--- src/rtl/fft4_pkg.sv ---
// Shared types and constants for the 4-point FFT butterfly sequencer:
// FSM states, twiddle constants, bit reversal and the butterfly op table.
package fft4_pkg;

   localparam int W_DEF = 9;

   typedef enum logic [1:0] {
      ST_IDLE   = 2'd0,
      ST_LOAD   = 2'd1,
      ST_CALC   = 2'd2,
      ST_UNLOAD = 2'd3
   } state_t;

   typedef enum logic {
      TW_W0 = 1'b0,
      TW_W1 = 1'b1
   } tw_sel_t;

   typedef struct packed {
      logic [1:0] a_addr;
      logic [1:0] b_addr;
      tw_sel_t    tw;
   } bfly_op_t;

   // Twiddles as plain integers; the top truncates them to the sample width.
   localparam int TW0_RE     = 1;
   localparam int TW0_IM     = 0;
   localparam int TW1_FWD_RE = 0;
   localparam int TW1_FWD_IM = -1;
   localparam int TW1_INV_RE = 0;
   localparam int TW1_INV_IM = 1;

   function automatic logic [1:0] bitrev2(input logic [1:0] k);
      return {k[0], k[1]};
   endfunction

   function automatic bfly_op_t bfly_op(input logic [1:0] idx);
      bfly_op_t op;
      case (idx)
         2'd0:    op = '{a_addr: 2'd0, b_addr: 2'd1, tw: TW_W0};
         2'd1:    op = '{a_addr: 2'd2, b_addr: 2'd3, tw: TW_W0};
         2'd2:    op = '{a_addr: 2'd0, b_addr: 2'd2, tw: TW_W0};
         default: op = '{a_addr: 2'd1, b_addr: 2'd3, tw: TW_W1};
      endcase
      return op;
   endfunction

endpackage

--- src/rtl/fft4_bfly_seq_if.sv ---
// Sample-in / result-out streams of the FFT sequencer, plus mode and status.
interface fft4_bfly_seq_if
   import fft4_pkg::*;
#(
   parameter int W = W_DEF
);
   logic                in_valid;
   logic                in_ready;
   logic signed [W-1:0] in_re;
   logic signed [W-1:0] in_im;
   logic                cfg_inv;
   logic                out_valid;
   logic                out_ready;
   logic signed [W-1:0] out_re;
   logic signed [W-1:0] out_im;
   logic                out_last;
   logic                busy;

   modport slave (
      input  in_valid, in_re, in_im, cfg_inv, out_ready,
      output in_ready, out_valid, out_re, out_im, out_last, busy
   );

   modport master (
      output in_valid, in_re, in_im, cfg_inv, out_ready,
      input  in_ready, out_valid, out_re, out_im, out_last, busy
   );
endinterface

--- src/rtl/fft4_buf.sv ---
// 4-entry complex register file: two write ports (butterfly a/b results),
// one operand read pair and one stream read port.
module fft4_buf
   import fft4_pkg::*;
#(
   parameter int W = W_DEF
) (
   input  logic                clk,
   input  logic                rst_n,
   input  logic                wa_en,
   input  logic [1:0]          wa_addr,
   input  logic signed [W-1:0] wa_re,
   input  logic signed [W-1:0] wa_im,
   input  logic                wb_en,
   input  logic [1:0]          wb_addr,
   input  logic signed [W-1:0] wb_re,
   input  logic signed [W-1:0] wb_im,
   input  logic [1:0]          ra_addr,
   output logic signed [W-1:0] ra_re,
   output logic signed [W-1:0] ra_im,
   input  logic [1:0]          rb_addr,
   output logic signed [W-1:0] rb_re,
   output logic signed [W-1:0] rb_im,
   input  logic [1:0]          rs_addr,
   output logic signed [W-1:0] rs_re,
   output logic signed [W-1:0] rs_im
);
   logic signed [W-1:0] rd_re [4];
   logic signed [W-1:0] rd_im [4];

   for (genvar gi = 0; gi < 4; gi++) begin : g_entry
      logic signed [W-1:0] re_q, re_d, im_q, im_d;

      // The op table never targets one address from both ports in a cycle.
      always_comb begin
         re_d = re_q;
         im_d = im_q;
         if (wa_en && (wa_addr == 2'(gi))) begin
            re_d = wa_re;
            im_d = wa_im;
         end
         if (wb_en && (wb_addr == 2'(gi))) begin
            re_d = wb_re;
            im_d = wb_im;
         end
      end

      always_ff @(posedge clk) begin
         if (!rst_n) begin
            re_q <= '0;
            im_q <= '0;
         end else begin
            re_q <= re_d;
            im_q <= im_d;
         end
      end

      assign rd_re[gi] = re_q;
      assign rd_im[gi] = im_q;
   end

   assign ra_re = rd_re[ra_addr];
   assign ra_im = rd_im[ra_addr];
   assign rb_re = rd_re[rb_addr];
   assign rb_im = rd_im[rb_addr];
   assign rs_re = rd_re[rs_addr];
   assign rs_im = rd_im[rs_addr];

endmodule

--- src/rtl/fft4_bfly_seq.sv ---
// Sequencer driving one shared radix-2 butterfly through a 4-point (I)FFT.
// Optional macro INV_SCALE_EN: divide inverse-frame outputs by 4 (arith. shift).
module fft4_bfly_seq
   import fft4_pkg::*;
#(
   parameter int W = W_DEF
) (
   input  logic                clk,
   input  logic                rst_n,
   fft4_bfly_seq_if.slave      io,
   output logic signed [W-1:0] bf_ar,
   output logic signed [W-1:0] bf_ai,
   output logic signed [W-1:0] bf_br,
   output logic signed [W-1:0] bf_bi,
   output logic signed [W-1:0] bf_wr,
   output logic signed [W-1:0] bf_wi,
   input  logic signed [W-1:0] bf_x0r,
   input  logic signed [W-1:0] bf_x0i,
   input  logic signed [W-1:0] bf_x1r,
   input  logic signed [W-1:0] bf_x1i
);
   localparam logic signed [W-1:0] W0_RE  = W'(TW0_RE);
   localparam logic signed [W-1:0] W0_IM  = W'(TW0_IM);
   localparam logic signed [W-1:0] W1F_RE = W'(TW1_FWD_RE);
   localparam logic signed [W-1:0] W1F_IM = W'(TW1_FWD_IM);
   localparam logic signed [W-1:0] W1I_RE = W'(TW1_INV_RE);
   localparam logic signed [W-1:0] W1I_IM = W'(TW1_INV_IM);

   state_t              state_q, state_d;
   logic [1:0]          cnt_q, cnt_d;
   logic                inv_q, inv_d;
   logic                wa_en, wb_en;
   logic [1:0]          wa_addr, wb_addr, ra_addr, rb_addr;
   logic signed [W-1:0] wa_re, wa_im, wb_re, wb_im;
   logic signed [W-1:0] ra_re, ra_im, rb_re, rb_im, rs_re, rs_im;
   logic signed [W-1:0] out_re_c, out_im_c;
   logic                last_cnt;
   bfly_op_t            op;

   assign last_cnt = (cnt_q == 2'd3);
   assign op       = bfly_op(cnt_q);

   fft4_buf #(.W(W)) u_buf (
      .clk     (clk),
      .rst_n   (rst_n),
      .wa_en   (wa_en),
      .wa_addr (wa_addr),
      .wa_re   (wa_re),
      .wa_im   (wa_im),
      .wb_en   (wb_en),
      .wb_addr (wb_addr),
      .wb_re   (wb_re),
      .wb_im   (wb_im),
      .ra_addr (ra_addr),
      .ra_re   (ra_re),
      .ra_im   (ra_im),
      .rb_addr (rb_addr),
      .rb_re   (rb_re),
      .rb_im   (rb_im),
      .rs_addr (cnt_q),
      .rs_re   (rs_re),
      .rs_im   (rs_im)
   );

   // cnt_q is the load beat, butterfly op or unload index depending on state.
   always_comb begin
      state_d = state_q;
      cnt_d   = cnt_q;
      inv_d   = inv_q;
      wa_en   = 1'b0;
      wa_addr = '0;
      wa_re   = '0;
      wa_im   = '0;
      wb_en   = 1'b0;
      wb_addr = '0;
      wb_re   = '0;
      wb_im   = '0;
      ra_addr = '0;
      rb_addr = '0;
      bf_ar   = '0;
      bf_ai   = '0;
      bf_br   = '0;
      bf_bi   = '0;
      bf_wr   = '0;
      bf_wi   = '0;
      case (state_q)
         ST_IDLE: begin
            state_d = ST_LOAD;
            cnt_d   = '0;
         end
         ST_LOAD: begin
            if (io.in_valid) begin
               wa_en   = 1'b1;
               wa_addr = bitrev2(cnt_q);
               wa_re   = io.in_re;
               wa_im   = io.in_im;
               if (cnt_q == 2'd0) inv_d = io.cfg_inv;
               cnt_d = cnt_q + 2'd1;
               if (last_cnt) state_d = ST_CALC;
            end
         end
         ST_CALC: begin
            ra_addr = op.a_addr;
            rb_addr = op.b_addr;
            bf_ar   = ra_re;
            bf_ai   = ra_im;
            bf_br   = rb_re;
            bf_bi   = rb_im;
            if (op.tw == TW_W0) begin
               bf_wr = W0_RE;
               bf_wi = W0_IM;
            end else begin
               bf_wr = inv_q ? W1I_RE : W1F_RE;
               bf_wi = inv_q ? W1I_IM : W1F_IM;
            end
            wa_en   = 1'b1;
            wa_addr = op.a_addr;
            wa_re   = bf_x0r;
            wa_im   = bf_x0i;
            wb_en   = 1'b1;
            wb_addr = op.b_addr;
            wb_re   = bf_x1r;
            wb_im   = bf_x1i;
            cnt_d   = cnt_q + 2'd1;
            if (last_cnt) state_d = ST_UNLOAD;
         end
         ST_UNLOAD: begin
            if (io.out_ready) begin
               cnt_d = cnt_q + 2'd1;
               if (last_cnt) state_d = ST_LOAD;
            end
         end
         default: state_d = ST_IDLE;
      endcase
   end

   always_comb begin
      out_re_c = '0;
      out_im_c = '0;
      if (state_q == ST_UNLOAD) begin
`ifdef INV_SCALE_EN
         out_re_c = inv_q ? (rs_re >>> 2) : rs_re;
         out_im_c = inv_q ? (rs_im >>> 2) : rs_im;
`else
         out_re_c = rs_re;
         out_im_c = rs_im;
`endif
      end
   end

   always_ff @(posedge clk) begin
      if (!rst_n) begin
         state_q <= ST_IDLE;
         cnt_q   <= '0;
         inv_q   <= 1'b0;
      end else begin
         state_q <= state_d;
         cnt_q   <= cnt_d;
         inv_q   <= inv_d;
      end
   end

   assign io.in_ready  = (state_q == ST_LOAD);
   assign io.out_valid = (state_q == ST_UNLOAD);
   assign io.busy      = (state_q == ST_CALC) || (state_q == ST_UNLOAD);
   assign io.out_last  = (state_q == ST_UNLOAD) && last_cnt;
   assign io.out_re    = out_re_c;
   assign io.out_im    = out_im_c;

endmodule
--- src/flat_wrapper.sv ---
// flat-port wrapper written by rule: the top's interface ports become plain ports
module fft4_bfly_seq_flat import fft4_pkg::*;
#(
   parameter int W = W_DEF
)
  (clk, rst_n, bf_ar, bf_ai, bf_br, bf_bi, bf_wr, bf_wi, bf_x0r, bf_x0i, bf_x1r, bf_x1i, io_in_valid, io_in_re, io_in_im, io_cfg_inv, io_out_ready, io_in_ready, io_out_valid, io_out_re, io_out_im, io_out_last, io_busy);
  fft4_bfly_seq_if #(.W(W)) io_i ();
  input  logic clk;
  input  logic rst_n;
  output logic signed [W-1:0] bf_ar;
  output logic signed [W-1:0] bf_ai;
  output logic signed [W-1:0] bf_br;
  output logic signed [W-1:0] bf_bi;
  output logic signed [W-1:0] bf_wr;
  output logic signed [W-1:0] bf_wi;
  input  logic signed [W-1:0] bf_x0r;
  input  logic signed [W-1:0] bf_x0i;
  input  logic signed [W-1:0] bf_x1r;
  input  logic signed [W-1:0] bf_x1i;
  input wire logic [$bits(io_i.in_valid)-1:0] io_in_valid;
  input wire logic [$bits(io_i.in_re)-1:0] io_in_re;
  input wire logic [$bits(io_i.in_im)-1:0] io_in_im;
  input wire logic [$bits(io_i.cfg_inv)-1:0] io_cfg_inv;
  input wire logic [$bits(io_i.out_ready)-1:0] io_out_ready;
  output wire logic [$bits(io_i.in_ready)-1:0] io_in_ready;
  output wire logic [$bits(io_i.out_valid)-1:0] io_out_valid;
  output wire logic [$bits(io_i.out_re)-1:0] io_out_re;
  output wire logic [$bits(io_i.out_im)-1:0] io_out_im;
  output wire logic [$bits(io_i.out_last)-1:0] io_out_last;
  output wire logic [$bits(io_i.busy)-1:0] io_busy;
  assign io_i.in_valid = io_in_valid;
  assign io_i.in_re = io_in_re;
  assign io_i.in_im = io_in_im;
  assign io_i.cfg_inv = io_cfg_inv;
  assign io_i.out_ready = io_out_ready;
  assign io_in_ready = io_i.in_ready;
  assign io_out_valid = io_i.out_valid;
  assign io_out_re = io_i.out_re;
  assign io_out_im = io_i.out_im;
  assign io_out_last = io_i.out_last;
  assign io_busy = io_i.busy;
  fft4_bfly_seq #(.W(W)) u_core (.clk(clk), .rst_n(rst_n), .io(io_i), .bf_ar(bf_ar), .bf_ai(bf_ai), .bf_br(bf_br), .bf_bi(bf_bi), .bf_wr(bf_wr), .bf_wi(bf_wi), .bf_x0r(bf_x0r), .bf_x0i(bf_x0i), .bf_x1r(bf_x1r), .bf_x1i(bf_x1i));
endmodule
--- config.mk ---
export PLATFORM = sky130hd
export DESIGN_NAME = fft4_bfly_seq_flat
export DESIGN_NICKNAME = d
export VERILOG_FILES = /design/src/rtl/fft4_pkg.sv /design/src/rtl/fft4_bfly_seq_if.sv /design/src/rtl/fft4_buf.sv /design/src/rtl/fft4_bfly_seq.sv /design/src/flat_wrapper.sv
export SDC_FILE = /design/constraint.sdc
export NUM_CORES = 1
export LEC_CHECK = 0
export CAP_MARGIN = 20
export CORE_UTILIZATION = 51
export DETAILED_ROUTE_END_ITERATION = 8
export MAX_ROUTING_LAYER = met4
export PLACE_DENSITY = 0.92
export SETUP_SLACK_MARGIN = 0.05
export SYNTH_ARGS = -nofsm -noshare
export SYNTH_HDL_FRONTEND = slang
export SYNTH_HIERARCHICAL = 1
export SYNTH_SLANG_ARGS = --single-unit
export TNS_END_PERCENT = 50
--- constraint.sdc ---
create_clock -name clk -period 4.29 [get_ports clk]
set_input_delay 0.858 -clock clk [delete_from_list [all_inputs] [get_ports clk]]
set_output_delay 0.858 -clock clk [all_outputs]
set_load 0.02 [all_outputs]
After elaboration in Yosys (flattened, before gate mapping)

Index checks and enable logic that the tools add are counted.

Flip-flop bits (word level): 77
Input bits: 59
Output and inout bits: 76
Word-level logic and storage cells: 124

Add/subtract/negate cells: 1
$lt $le $gt $ge: 3
Equal/unequal tests: 17
Mux-type cells: 68
Bitwise gates (word level): 3
Reduce and logical (&&, ||, !) cells: 21

Operators by type and width:

| cell                                           | number |
|---|---|
| 2-to-1 mux 9 bit                               | 42 |
| binary-select mux 9 bit (select 2 bit)         | 6 |
| one-hot mux 9 bit (2 select lines)             | 2 |
| 2-to-1 mux 2 bit                               | 10 |
| == test 2 bit (second input constant)          | 8 |
| one-hot mux 2 bit (4 select lines)             | 2 |
| one-hot mux 5 bit (3 select lines)             | 1 |
| >= comparator 3 bit (second input constant)    | 3 |
| logical AND 1 bit                              | 9 |
| NOT 2 -> 3 bit                                 | 3 |
| == test 2 x 1 -> 1 bit (second input constant) | 4 |
| logical NOT 2 bit                              | 4 |
| nonzero test 2 bit                             | 4 |
| != test 2 x 1 -> 1 bit (second input constant) | 3 |
| AND reduction 5 bit                            | 1 |
| != test 2 bit (second input constant)          | 2 |
| one-hot mux 2 bit (2 select lines)             | 1 |
| 2-to-1 mux 1 bit                               | 3 |
| AND reduction 3 bit                            | 1 |
| adder 2 x 1 -> 2 bit (second input constant)   | 1 |
| one-hot mux 1 bit (2 select lines)             | 1 |
| AND reduction 2 bit                            | 1 |
| logical OR 1 bit                               | 1 |

Depth between registers and ports, before layout

Gate-level depths: netlist (run 1).

Word-level depth: 8
Mapped depth: 11
Depth with buffers taken out: 7

Hierarchy

The synthesis (run 1) kept the hierarchy.

By module, submodules not included:

| module        | times used | cells each | area each (µm²) |
|---|---|---|---|
| fft4_buf      | 1          | 474        | 4,369.2 |
| fft4_bfly_seq | 1          | 196        | 1,367.6 |

Least setup slack after synthesis (run 1)

No wires, ideal clock.

Path kind: reg2out
From: reg u_core.state_q[0]
To: out bf_br[6]
Arrival time: 2.460 ns
Data required time: 3.432 ns
Slack: 0.972 ns
Stages on the path, launching flop included: 9
Cell sequence: dfxtp_1 inv_1 ha_1 clkbuf_1 nor2b_1 buf_2 buf_4 mux4_2 and2_1

Cells in the longest elaborated chain, start to end: 7

RTL lines:

| element                                              | line                 | source |
|---|---|---|
| start, declared                                      | fft4_bfly_seq.sv:29  | `state_t state_q, state_d;` |
| start signal, assigned                               | fft4_bfly_seq.sv:157 | `state_q <= state_d;` |
| == test 2 bit                                        | fft4_bfly_seq.sv:86  | `case (state_q)` |
| 2-to-1 mux 2 bit                                     | fft4_bfly_seq.sv:86  |  |
| named net u_core.rb_addr[0]                          | fft4_bfly_seq.sv:33  | `logic [1:0] wa_addr, wb_addr, ra_addr, rb_addr;` |
| NOT 2 -> 3 bit (not written as such)                 | fft4_buf.sv:64       | `assign rb_re = rd_re[rb_addr];` |
| binary-select mux 9 bit (select 2 bit)               | fft4_buf.sv:64       |  |
| 2-to-1 mux 9 bit (not written as such) (2 in series) | fft4_buf.sv:64       |  |
| named net u_core.rb_re[6]                            | fft4_bfly_seq.sv:35  | `logic signed [W-1:0] ra_re, ra_im, rb_re, rb_im, rs_re, rs_im;` |
| 2-to-1 mux 9 bit                                     | fft4_bfly_seq.sv:86  |  |
| end, declared                                        | flat_wrapper.sv:12   | `output logic signed [W-1:0] bf_br;` |

The timed path passes the listed nets, and every way through them passes these cells. The select of a mux whose other input is x is not followed.

Final worst setup path (run 1)

From: reg u_core.state_q[0]
To: out bf_ar[1]

Cells in the longest elaborated chain, start to end: 7

RTL lines:

| element                                              | line                | source |
|---|---|---|
| == test 2 bit                                        | fft4_bfly_seq.sv:86 |  |
| 2-to-1 mux 2 bit                                     | fft4_bfly_seq.sv:86 |  |
| NOT 2 -> 3 bit (not written as such)                 | fft4_buf.sv:62      | `assign ra_re = rd_re[ra_addr];` |
| binary-select mux 9 bit (select 2 bit)               | fft4_buf.sv:62      |  |
| 2-to-1 mux 9 bit (not written as such) (2 in series) | fft4_buf.sv:62      |  |
| named net u_core.ra_re[1]                            | fft4_bfly_seq.sv:35 |  |
| 2-to-1 mux 9 bit                                     | fft4_bfly_seq.sv:86 |  |
| end, declared                                        | flat_wrapper.sv:10  | `output logic signed [W-1:0] bf_ar;` |

The timed path passes the listed nets, and every way through them passes these cells. The select of a mux whose other input is x is not followed.

==> out/summary.md, run 1 <==
The run finished with clean final reports. The logs give 0.3242 for the total track usage and 0 for the final-report hold violation count. In this run the cell area of the synthesized design comes to 5737 um2. The time the final worst path needs with I/O delays and setup came out at 4.094 ns. For the maximum number of pins on one net before global-route repair, the log shows 80. 135 I/O pins were placed.

By area the synthesized netlist is led by dfxtp_1 27%, mux4_2 21%, nand2_1 9.7%. The count of nets left with antenna violations once routing finished came out at 0. The critical path ends at bf_ar[1]. The core area came out at 10,890 um2.

Setup repair after global routing left no endpoint under its margin. The total placed instance area is 6912 um2, and the post-synthesis instance total is 670. The final core utilization is 0.6554.

For the headroom to the max-slew limit, the log shows 0.3001. The height of the die came out at 108.1 um. The total negative slack is 0 ns. The initial core utilization is 0.5269. Type of origin of the critical path: a flip-flop. The standard-cell row count is 38. The average cell area after synthesis came out at 8.562 um2. IR analysis of the VDD net gives a maximum drop of 0.0003818 V.

The maximum fanout encountered on the critical timing path is 10, and the setup slack of the worst register-to-register path is 0.96 ns. The part of the cycle the worst path needs works out to 0.9543. During synthesis, Yosys emitted a total of 6 warnings. At the worst endpoint, the required time is 3.43 ns. For the final-stage net count, the log shows 824.

The number of global-route vias before repair was 5,686. The power density over cell area is 368.3 nW/um2, and the count of flip-flops with a built-in enable after synthesis is 0. The number of inserted filler cells in the final layout is 874, and the leakage component of the power is 2.331 nW. The tools report the launching point of the worst reg2reg path as u_core/state_q[1]. The measured slew at the worst slew-check pin is 1.049 ns, and the number of setup buffers added after CTS is 0. For the sequential share of the synthesized area, the log shows 0.2687. TritonCTS built the clock tree. The number of optimization iterations in the first detailed-route pass was 9.

The tools report the max-slew violation count as 0. Final hold analysis gives a worst-case slack of 0.5036 ns. The run gives 0.01517 ns as the worst clock skew on the final layout.

The logs give 0.9003 for the final weighted congestion of routability-driven global placement and 5,909 for the total vias in the final route. The flip-flop and latch count after synthesis came out at 77. The post-cts gate resize count is 0, and the die width is 108.1 um. Max-cap violations in this run came to 0. The post-synthesis async set-or-reset flop share works out to 0. The number of antenna violations at the first check in global routing was 0; the count of hold-fix buffers inserted at cts was 0. The longest clock path from root to sink contains 2 buffers.

The tools report the count of H-tree levels built during CTS as 3. The worst setup path category is reg -> out. Summed over all layers, the global routing overflow is 0. The clock transition time at the flip-flop clock pins of the worst setup and hold paths was 0.09 ns. The clock network latency to the later pin of the worst-skew pair was 0.37 ns; the total CTS buffers was 9. Measured in cells, the most critical reg-to-reg path has a length of 6. The tools report the half-perimeter wire length after detailed placement as 12.13 mm. Arrival time at the worst endpoint: 3.24 ns. Signed area change from the synthesized netlist to the final layout: 24.38%. After detailed routing, the average wire length per cell comes to 20.33 um. The worst hold path belongs to the class reg -> reg. In the routed design, unresolved DRC markers number 0. The total die area is 11,680 um2. Input and output buffers added on the ports amount to 126. The number of sinks driven by the clock tree came out at 77.

The tools report the total detailed-routing wirelength as 18.26 mm. The capture point of the worst reg-to-reg path was u_core/u_buf/g_entry[3].im_q[5]. The first global-routing pass estimated 28.13 mm of wire.

Summed area of non-filler cells in the final layout: 7136 um2. The launch point of the critical path was u_core/state_q[0]. The fraction of layout instances using a drive strength above 1 is 0.1240, and the number of unique standard cell types used by synthesis is 34. The number of antenna repair diodes came out at 0. The logs give 244.3 MHz for the highest attainable clock frequency and 2.628 mW for the total power after layout. In the routed layout, each cell is associated on average with a via count of 6.580. The most used flip-flop cell after synthesis is dfxtp_1.

STA classifies the critical path endpoint as a primary output. The tools report the root buffer selected by CTS as clkbuf_8. The most area-hungry cell type in the Yosys netlist is dfxtp_1. Setup violations remaining at the end of the flow were counted as 0.

For this block, the initial DRC count from the detailed router was 739. Share of the synthesized area in the top cell type: 0.2687.
==> cells in the final DEF (no fill, tap or decap), types with 2 or more instances in the layout <==
cell type	count
and2_1	75
ha_1	12
nand3b_2	2
or3b_1	2
mux2i_1	3
nor2b_2	2
nand3_1	4
dfxtp_1	77
inv_1	6
a21boi_0	3
nor2b_1	23
buf_4	15
a22oi_1	18
o21ai_0	62
and3_1	2
clkdlybuf4s50_1	125
conb_1	8
o21ai_1	12
nand2_1	148
nand3b_1	2
mux4_2	54
inv_6	3
and3b_1	2
clkbuf_8	9
a31oi_1	72
==> how the worst min path moves through the flow <==
| stage | from | to | depth (start not counted) |
|---|---|---|---|
| 2_1_floorplan | u_core/u_buf/g_entry[3].re_q[7] | u_core/u_buf/g_entry[3].re_q[7] | 2 |
| 3_3_place_gp | u_core/u_buf/g_entry[0].re_q[7] | u_core/u_buf/g_entry[0].re_q[7] | 2 |
| 3_5_place_dp | u_core/u_buf/g_entry[0].re_q[7] | u_core/u_buf/g_entry[0].re_q[7] | 2 |
| 4_1_cts | u_core/u_buf/g_entry[0].re_q[7] | u_core/u_buf/g_entry[0].re_q[7] | 2 |
| 5_1_grt | u_core/u_buf/g_entry[2].im_q[7] | u_core/u_buf/g_entry[2].im_q[7] | 2 |
| 6_report | u_core/u_buf/g_entry[2].im_q[7] | u_core/u_buf/g_entry[2].im_q[7] | 2 |
==> synthesized netlist by cell type, types with 2 or more instances <==
| cell type | n |
|---|---|
| nand3b_2 | 2 |
| and2_1 | 75 |
| nand3_1 | 4 |
| ha_1 | 12 |
| buf_2 | 21 |
| clkbuf_1 | 30 |
| inv_1 | 6 |
| buf_6 | 2 |
| and3_1 | 2 |
| a22oi_1 | 18 |
| a31oi_1 | 72 |
| nor2b_1 | 25 |
| o21ai_1 | 12 |
| nand3b_1 | 2 |
| o21ai_0 | 62 |
| or3b_1 | 2 |
| buf_4 | 25 |
| a21boi_0 | 3 |
| and3b_1 | 2 |
| nand2_1 | 148 |
| mux4_2 | 54 |
| dfxtp_1 | 77 |
| mux2i_1 | 3 |
==> kinds of logic after synthesis <==
family                     count (synthesis)  share of synthesized area
other                                      1                  0.0006537
buffers and inverters                     84                    0.07852
muxes                                     57                     0.2172
and+or+nand+nor                          269                     0.2345
AOI/OAI and AO/OA                        170                     0.1743
DFF                                       77                     0.2687
adders and majority gates                 12                    0.02617
==> through the flow <==
step | cells | setup slack, ns
global placement | 880 | 0.7157
finish | 898 | 0.1960
CTS | 897 | 0.2446
global route | 898 | 0.05392
detailed placement | 881 | 0.6548
floorplan | 677 | 0.9717
==> final cells by class <==
cell class	count	area, um2	area share
clock inverters	7	80.08	0.01122
repair buffers	143	1416	0.1985
inverters	6	22.52	0.003156
flip-flops and latches	77	1541	0.2160
clock buffers	9	123.9	0.01736
well taps	140	175.2	0.02455
multi-input cells	516	3776	0.5292
==> state kept, by name, indices dropped and copies added, names as in the netlist <==
| signal | count |
|---|---|
| u_core/u_buf/g_entry.im_q | 36 |
| u_core/inv_q | 1 |
| u_core/u_buf/g_entry.re_q | 36 |
| u_core/cnt_q | 2 |
| u_core/state_q | 2 |
==> where the power goes <==
part | switching, mW | leakage, nW | internal (mW)
registers | 0.104 | 0.622 | 0.804
clock network | 0.312 | 0.103 | 0.278
logic | 0.575 | 1.61 | 0.555
total | 0.991 | 2.33 | 1.64
==> critical path: stages, from the launching register on <==
cell             delay (ns)
dfxtp_1                0.38
inv_1                  0.13
ha_1                   0.36
nand2_1                0.16
inv_1                  0.32
buf_4                  0.31
mux4_2                 0.52
and2_1                 0.17
clkdlybuf4s50_1        0.54
==> metal layers <==
| metal | vias to the layer above | share of wire | track usage |
|---|---|---|---|
| met5 | - | 0 | - |
| met4 | 0 | 0.049 | 0.1918 |
| met3 | 102 | 0.12 | 0.06570 |
| met2 | 480 | 0.49 | 0.5332 |
| met1 | 2768 | 0.34 | 0.3646 |
| li1 | 2559 | - | - |
Note: power is estimated with default switching activity, not from simulation.
==> run 2, diff against run 1 <==
CORE_ASPECT_RATIO = 1.75   (was not set)
CTS_CLUSTER_SIZE = 30   (was not set)
==> run 2 against run 1 <==
Effect of this change:
- register-to-register slack gained 0.06 ns
- clock-buffer cell count grew 2
- critical endpoint is now bf_bi[2]
- critical path type unchanged
- flip-flop and latch count is the same
- critical path depth shrank 1
- utilization grew 0.82 points
- setup slack gained 0.069 ns
- clock power grew 17%
==> out/summary.md, run 2 (synthesis gave the netlist of run 1 again) <==
Before antenna repair, the detailed router went through 6 iterations. The run gives 0 as the number of antenna repair diodes. The H-tree was split into 3 levels. STA classifies the critical path endpoint as a primary output. The switching power is 966.0 uW, and the global-route wire length before repair is 28.67 mm. The die is 82.18 um wide. After clock tree synthesis, the clock-pin slew on the worst setup and hold paths is 0.06 ns. Final-report hold violation count: 0. The flow ran to the end, and the final reports show no timing, DRC or antenna violations.

For this block, the initial DRC count from the detailed router was 988. For the final database, setup skew stands at 0.006982 ns. The number of vias per cell after detailed routing was 6.666. The non-filler instance count after layout was 889; the net switching fraction of the power was 0.3552. The internal power contribution came out at 1.754 mW.

Highest attainable clock frequency: 248.5 MHz. After legalization and detailed placement, the total HPWL measured 12.43 mm. The critical path in this run is classified as reg -> out. The tools report the total die area as 11,690 um2.

Number of inserted filler cells in the final layout: 882. Number of setup buffers added after CTS: 0. The total vias in the final route is 5,926. During I/O placement, the number of pins put on the boundary was 135. The die is 142.3 um tall.

In this run the worst path has a maximum fanout of 16. The maximum buffer depth of the clock tree was 2. STA classifies the critical path startpoint as a flip-flop. Once placement completed, the tool counted placed cells totaling 873.

Headroom to the max-slew limit: 0.2786. Proportion of power drawn by flip-flops and latches: 0.337. For the number of global-route vias before repair, the log shows 5,813.

The number of port buffers came out at 126. In this run, post-CTS hold repair placed 0 buffers. At the placement stage, the worst setup path has a slack of 0.6938 ns. The initial core utilization was 0.5301; the final weighted congestion of routability-driven global placement was 0.8849. The run gives 0.4982 ns as the worst hold slack. Worst min-delay path category: reg -> reg. In the final design database the tool counted 826 nets. The run gives 0 ns as the total negative slack.

The worst-case IR drop observed on VDD is 0.0002872 V. Summing all non-filler instances in the final layout gives an area of 7182 um2. The detail route stage leaves a number of antenna-violating nets equal to 0. The most common cell after layout, fill and taps aside was nand2_1. The fraction of layout instances using a drive strength above 1 is 0.1238. The tools report the total power after layout as 2.720 mW. The per-cell routed wire length came out at 20.76 um. The maximum number of pins on one net before global-route repair was 80.

The post-cts gate resize count is 0. The top cell types in the final layout, fill and taps aside, are 148 x nand2_1, 125 x clkdlybuf4s50_1, 77 x dfxtp_1, 75 x and2_1, 72 x a31oi_1. The total track usage was 0.3400; the measured slew at the worst slew-check pin was 1.082 ns. The floorplan has 50 rows. The total setup violations reported at the end of the flow was 0.

The part of the cycle the worst path needs came out at 0.9382. The max-slew violation count was 0; the signed area change from the synthesized netlist to the final layout was 25.19%. The share of total power in the clock network was 0.255.

Leakage component of the power: 2.358 nW. The share of total power in combinational logic came out at 0.408. The total area inside the core boundary comes to 10,820 um2. In the final layout, the registers with the most flip-flops are u_core/u_buf/g_entry.im_q (36), u_core/u_buf/g_entry.re_q (36). The number of sinks driven by the clock tree is 77, and the total detailed-routing wirelength is 18.46 mm. In the routed design, unresolved DRC markers number 0. The time the final worst path needs with I/O delays and setup is 4.025 ns, and the final worst-path setup slack is 0.2652 ns. The run gives 0 as the number of antenna violations at the first check in global routing. TritonCTS built the clock tree.

At the worst endpoint, the arrival time is 3.17 ns. The placed instances occupy a cell area of 6894 um2. The root buffer selected by CTS was clkbuf_16.

The final core utilization was 0.6636. Setup repair after global routing left no endpoint under its margin. The power density over cell area was 378.7 nW/um2. The total CTS buffers is 9. The residual overflow from global routing is 0. The tool flagged a number of max-cap violations equal to 0. The later pin in the worst-skew pair is clocked with a latency of 0.34 ns. At the worst endpoint, the required time is 3.43 ns.
[run 2: changes by cell type in the layout (fill, tap and decap cells not counted)]
cell	before	now
bufinv_16	1	0
clkinv_2	1	2
clkbuf_8	9	1
clkinvlp_4	1	2
inv_6	3	0
buf_4	15	18
inv_8	1	0
buf_16	1	0
clkbuf_16	0	9
clkbuf_1	0	1
[run 2: worst paths after layout]
path / start / slack (ns) / to / depth (start not counted)
worst max-delay path: u_core/state_q[0] / 0.27 / bf_bi[2] / 7
worst min-delay path: u_core/u_buf/g_entry[1].re_q[5] / 0.50 / u_core/u_buf/g_entry[1].re_q[5] / 2
worst max register to register: u_core/state_q[0] / 1.02 / u_core/u_buf/g_entry[0].im_q[6] / 6
worst min register to register: u_core/u_buf/g_entry[1].re_q[5] / 0.50 / u_core/u_buf/g_entry[1].re_q[5] / 2
[run 2: per-layer routing]
layer / track usage / up-vias / wire, um
met4: 0.2364 / 0 / 1066
met2: 0.5594 / 546 / 9582
met5: - / - / 0
met1: 0.3653 / 2701 / 5937
li1: - / 2558 / -
met3: 0.04936 / 121 / 1874
[run 2: cell type report]
type                       instances  area [um2]  area share
clock buffer                      11       242.7     0.03380
clock inverter                     4       25.02    0.003484
inverter                           6       22.52    0.003136
multi-input combinational        516        3776      0.5258
sequential                        77        1541      0.2146
tap                              130       162.7     0.02265
timing repair buffer             145        1411      0.1965
[run 2: power groups by stage]
stage / Sequential, mW / Clock [mW] / Combinational [mW]
3_3_place_gp: 0.916 / 0 / 1.05
3_5_place_dp: 0.927 / 0 / 1.09
4_1_cts: 0.911 / 0.692 / 1.09
2_1_floorplan: 0.883 / 0 / 0.806
5_1_grt: 0.930 / 0.728 / 1.18
6_report: 0.916 / 0.693 / 1.11
[run 2: critical path: stages, from the launching register on]
cell,delay [ns]
dfxtp_1,0.37
inv_1,0.14
ha_1,0.47
nor2b_2,0.25
buf_4,0.31
mux4_2,0.58
and2_1,0.18
clkdlybuf4s50_1,0.53
==> run 3, diff against run 2 <==
RECOVER_POWER = 25   (was not set)
==> run 3 against run 2 <==
Effect of this change:
- the flow now finishes with violations (capacitance limit, slew limit)
- die area stayed put
- combinational power about the same
- critical path depth stayed put
- setup slack improved by 0.039 ns
- clock-buffer cell count did not move
- flip-flop and latch count unchanged
- clock skew decreased by 0.00051 ns
- via count up 0.51%
- register-to-register slack worse by 0.50 ns
- sequential power is essentially flat
- wire length about the same
- critical path type unchanged
- critical endpoint unchanged
==> out/summary.md, run 3 (synthesis gave the netlist of run 1 again) <==
In the final layout, the registers with the most flip-flops are u_core/u_buf/g_entry.im_q (36), u_core/u_buf/g_entry.re_q (36). The die width was 82.18 um; the fraction of layout instances using a drive strength above 1 was 0.1238. The part of the cycle the worst path needs was 0.9291; the proportion of power drawn by flip-flops and latches was 0.337.

Max-slew violation count: 19. The number of global-route vias before repair is 5,813, and the power density over cell area is 378.3 nW/um2. Summed over all failing endpoints, the final setup total negative slack is 0 ns. 0 antenna diodes ended up in the layout.

The worst IR drop on VDD is 0.0002897 V, and the violation count after the first detailed-route iteration is 1,041. The total power after layout is 2.714 mW, and the number of routed nets with antenna violations is 0. The count of hold-fix buffers inserted at cts was 0; the maximum number of pins on one net before global-route repair was 80.

The number of port buffers came out at 126. The count of H-tree levels built during CTS is 3, and the share of total power in the clock network is 0.255. Setup violations remaining at the end of the flow were counted as 0. The number of sinks driven by the clock tree was 77; the leakage component of the power was 2.372 nW. The met2 demand-to-capacity share in global routing is 0.5594. The worst setup path is launched from a flip-flop. Subtracting the final worst setup slack from the clock period gives 3.986 ns. The residual overflow from global routing is 0, and the share of total power in combinational logic is 0.408. At the worst endpoint, the arrival time is 3.13 ns. Before antenna repair, the detailed router went through 7 iterations. The flow ran to the end, but the final reports show violations. The clock passes through at most 2 buffers. For the number of antenna violations at the first check in global routing, the log shows 0. The headroom to the max-slew limit was -0.1299; the met1 track demand over resource was 0.3653.

For the total detailed-routing wirelength, the log shows 18.46 mm. In the routed layout, each cell is associated on average with a via count of 6.700. In this run the most used layer during global routing was met2.

The run gives 0.3400 as the total track usage. In the routed design, unresolved DRC markers number 0. The logs give 1 for the max-capacitance violation count and 11,690 um2 for the total die area. The tools report the total CTS buffers as 9.

TritonCTS built the clock tree. The final reports fail on capacitance limit, slew limit. After clock tree synthesis, the clock-pin slew on the worst setup and hold paths is 0.06 ns. The number of primary I/O pins is 135. Setup repair after global routing left no endpoint under its margin. Along the worst path, the maximum fanout reaches 16.

The core region is 10,820 um2. The wire-length estimate of the detail-placed layout is 12.43 mm. The congestion estimate from routability-driven global placement came to 0.8849.

The measured slew at the worst slew-check pin was 1.687 ns. CTS placed an instance of clkbuf_16 at the clock tree root. The die is 142.3 um tall. STA puts the critical path data required time at 3.43 ns.

Net switching fraction of the power: 0.3558. The top cell types in the final layout, fill and taps aside, are 148 x nand2_1, 120 x clkdlybuf4s50_1, 77 x dfxtp_1, 75 x and2_1, 72 x a31oi_1. On the final layout, the worst clock skew is 0.006475 ns. The final-report hold violation count came out at 0.

The most common cell after layout, fill and taps aside was nand2_1. The run gives 0 as the post-cts gate resize count. In the final design database the tool counted 826 nets.

The clock reaches the later pin of the worst-skew pair after 0.34 ns. The initial core utilization is 0.5301. Dividing the detail-routed wire length by the instance count gives 20.76 um. Summed over all nets, the switching power comes to 965.7 uW.

The total vias in the final route was 5,956; the met3 routing resource usage after global routing was 0.04936. Global-route wire length before repair: 28.67 mm. The worst min-delay path category was reg -> reg.

The worst setup path is captured at a primary output. The highest attainable clock frequency was 250.9 MHz. The internal power of the cells totals 1.749 mW. The signed area change from the synthesized netlist to the final layout works out to 25.08%. Number of setup buffers added after CTS: 0.

The standard-cell row count came out at 50. The worst setup path category was reg -> out.
==> run 3: cell count changes in the layout (fill, tap and decap cells not counted) <==
cell / previous run / this run
clkdlybuf4s50_1: 125 / 120
dlygate4sd3_1: 0 / 5
nor3b_4: 1 / 0
nor3b_2: 0 / 1
==> run 3: cell type report <==
class	instances	area [um2]
multi-input cells	516	3770
fillers	884	3647
flip-flops and latches	77	1541
repair buffers	145	1411
clock buffers	11	242.7
well taps	130	162.7
clock inverters	4	25.02
inverters	6	22.52
==> run 3: critical path, cell delays in order (launching register included) <==
cell             delay, ns
dfxtp_1               0.37
inv_1                 0.14
ha_1                  0.44
nor2b_2               0.24
buf_4                 0.31
mux4_2                0.58
and2_1                0.18
clkdlybuf4s50_1       0.53
==> run 3: worst paths after layout <==
path	endpoint	slack, ns	cells past startpoint	start
worst max-delay path	bf_bi[2]	0.30	7	u_core/state_q[0]
worst min-delay path	u_core/u_buf/g_entry[3].im_q[2]	0.50	2	u_core/u_buf/g_entry[3].im_q[2]
worst max register to register	u_core/u_buf/g_entry[0].re_q[3]	0.52	6	u_core/state_q[0]
worst min register to register	u_core/u_buf/g_entry[3].im_q[2]	0.50	2	u_core/u_buf/g_entry[3].im_q[2]
==> run 3: power by group through the flow <==
stage / sequential, mW / clock, mW / combinational [mW]
floorplan: 0.883 / 0 / 0.806
global placement: 0.916 / 0 / 1.05
detailed placement: 0.927 / 0 / 1.09
CTS: 0.911 / 0.692 / 1.09
global route: 0.930 / 0.728 / 1.18
finish: 0.915 / 0.693 / 1.11
==> run 3: per-layer routing <==
metal	wire length, um	share of wire
met3	1890	0.10
met1	5928	0.32
met2	9456	0.51
met5	0	0
met4	1180	0.064
==> run 3: stage by stage <==
stage / utilization / hold WS, ns / cell area [um2] / setup WS [ns] / instances
floorplan: - / 0.4558 / 5763 / 0.9717 / 677
global placement: 0.6370 / 0.4829 / 6894 / 0.7409 / 873
detailed placement: 0.6370 / 0.4936 / 6894 / 0.6938 / 873
CTS: 0.6617 / 0.5027 / 7162 / 0.3327 / 888
global route: 0.6630 / 0.5260 / 7176 / 0.1996 / 889
finish: 0.6630 / 0.5009 / 7176 / 0.3040 / 889
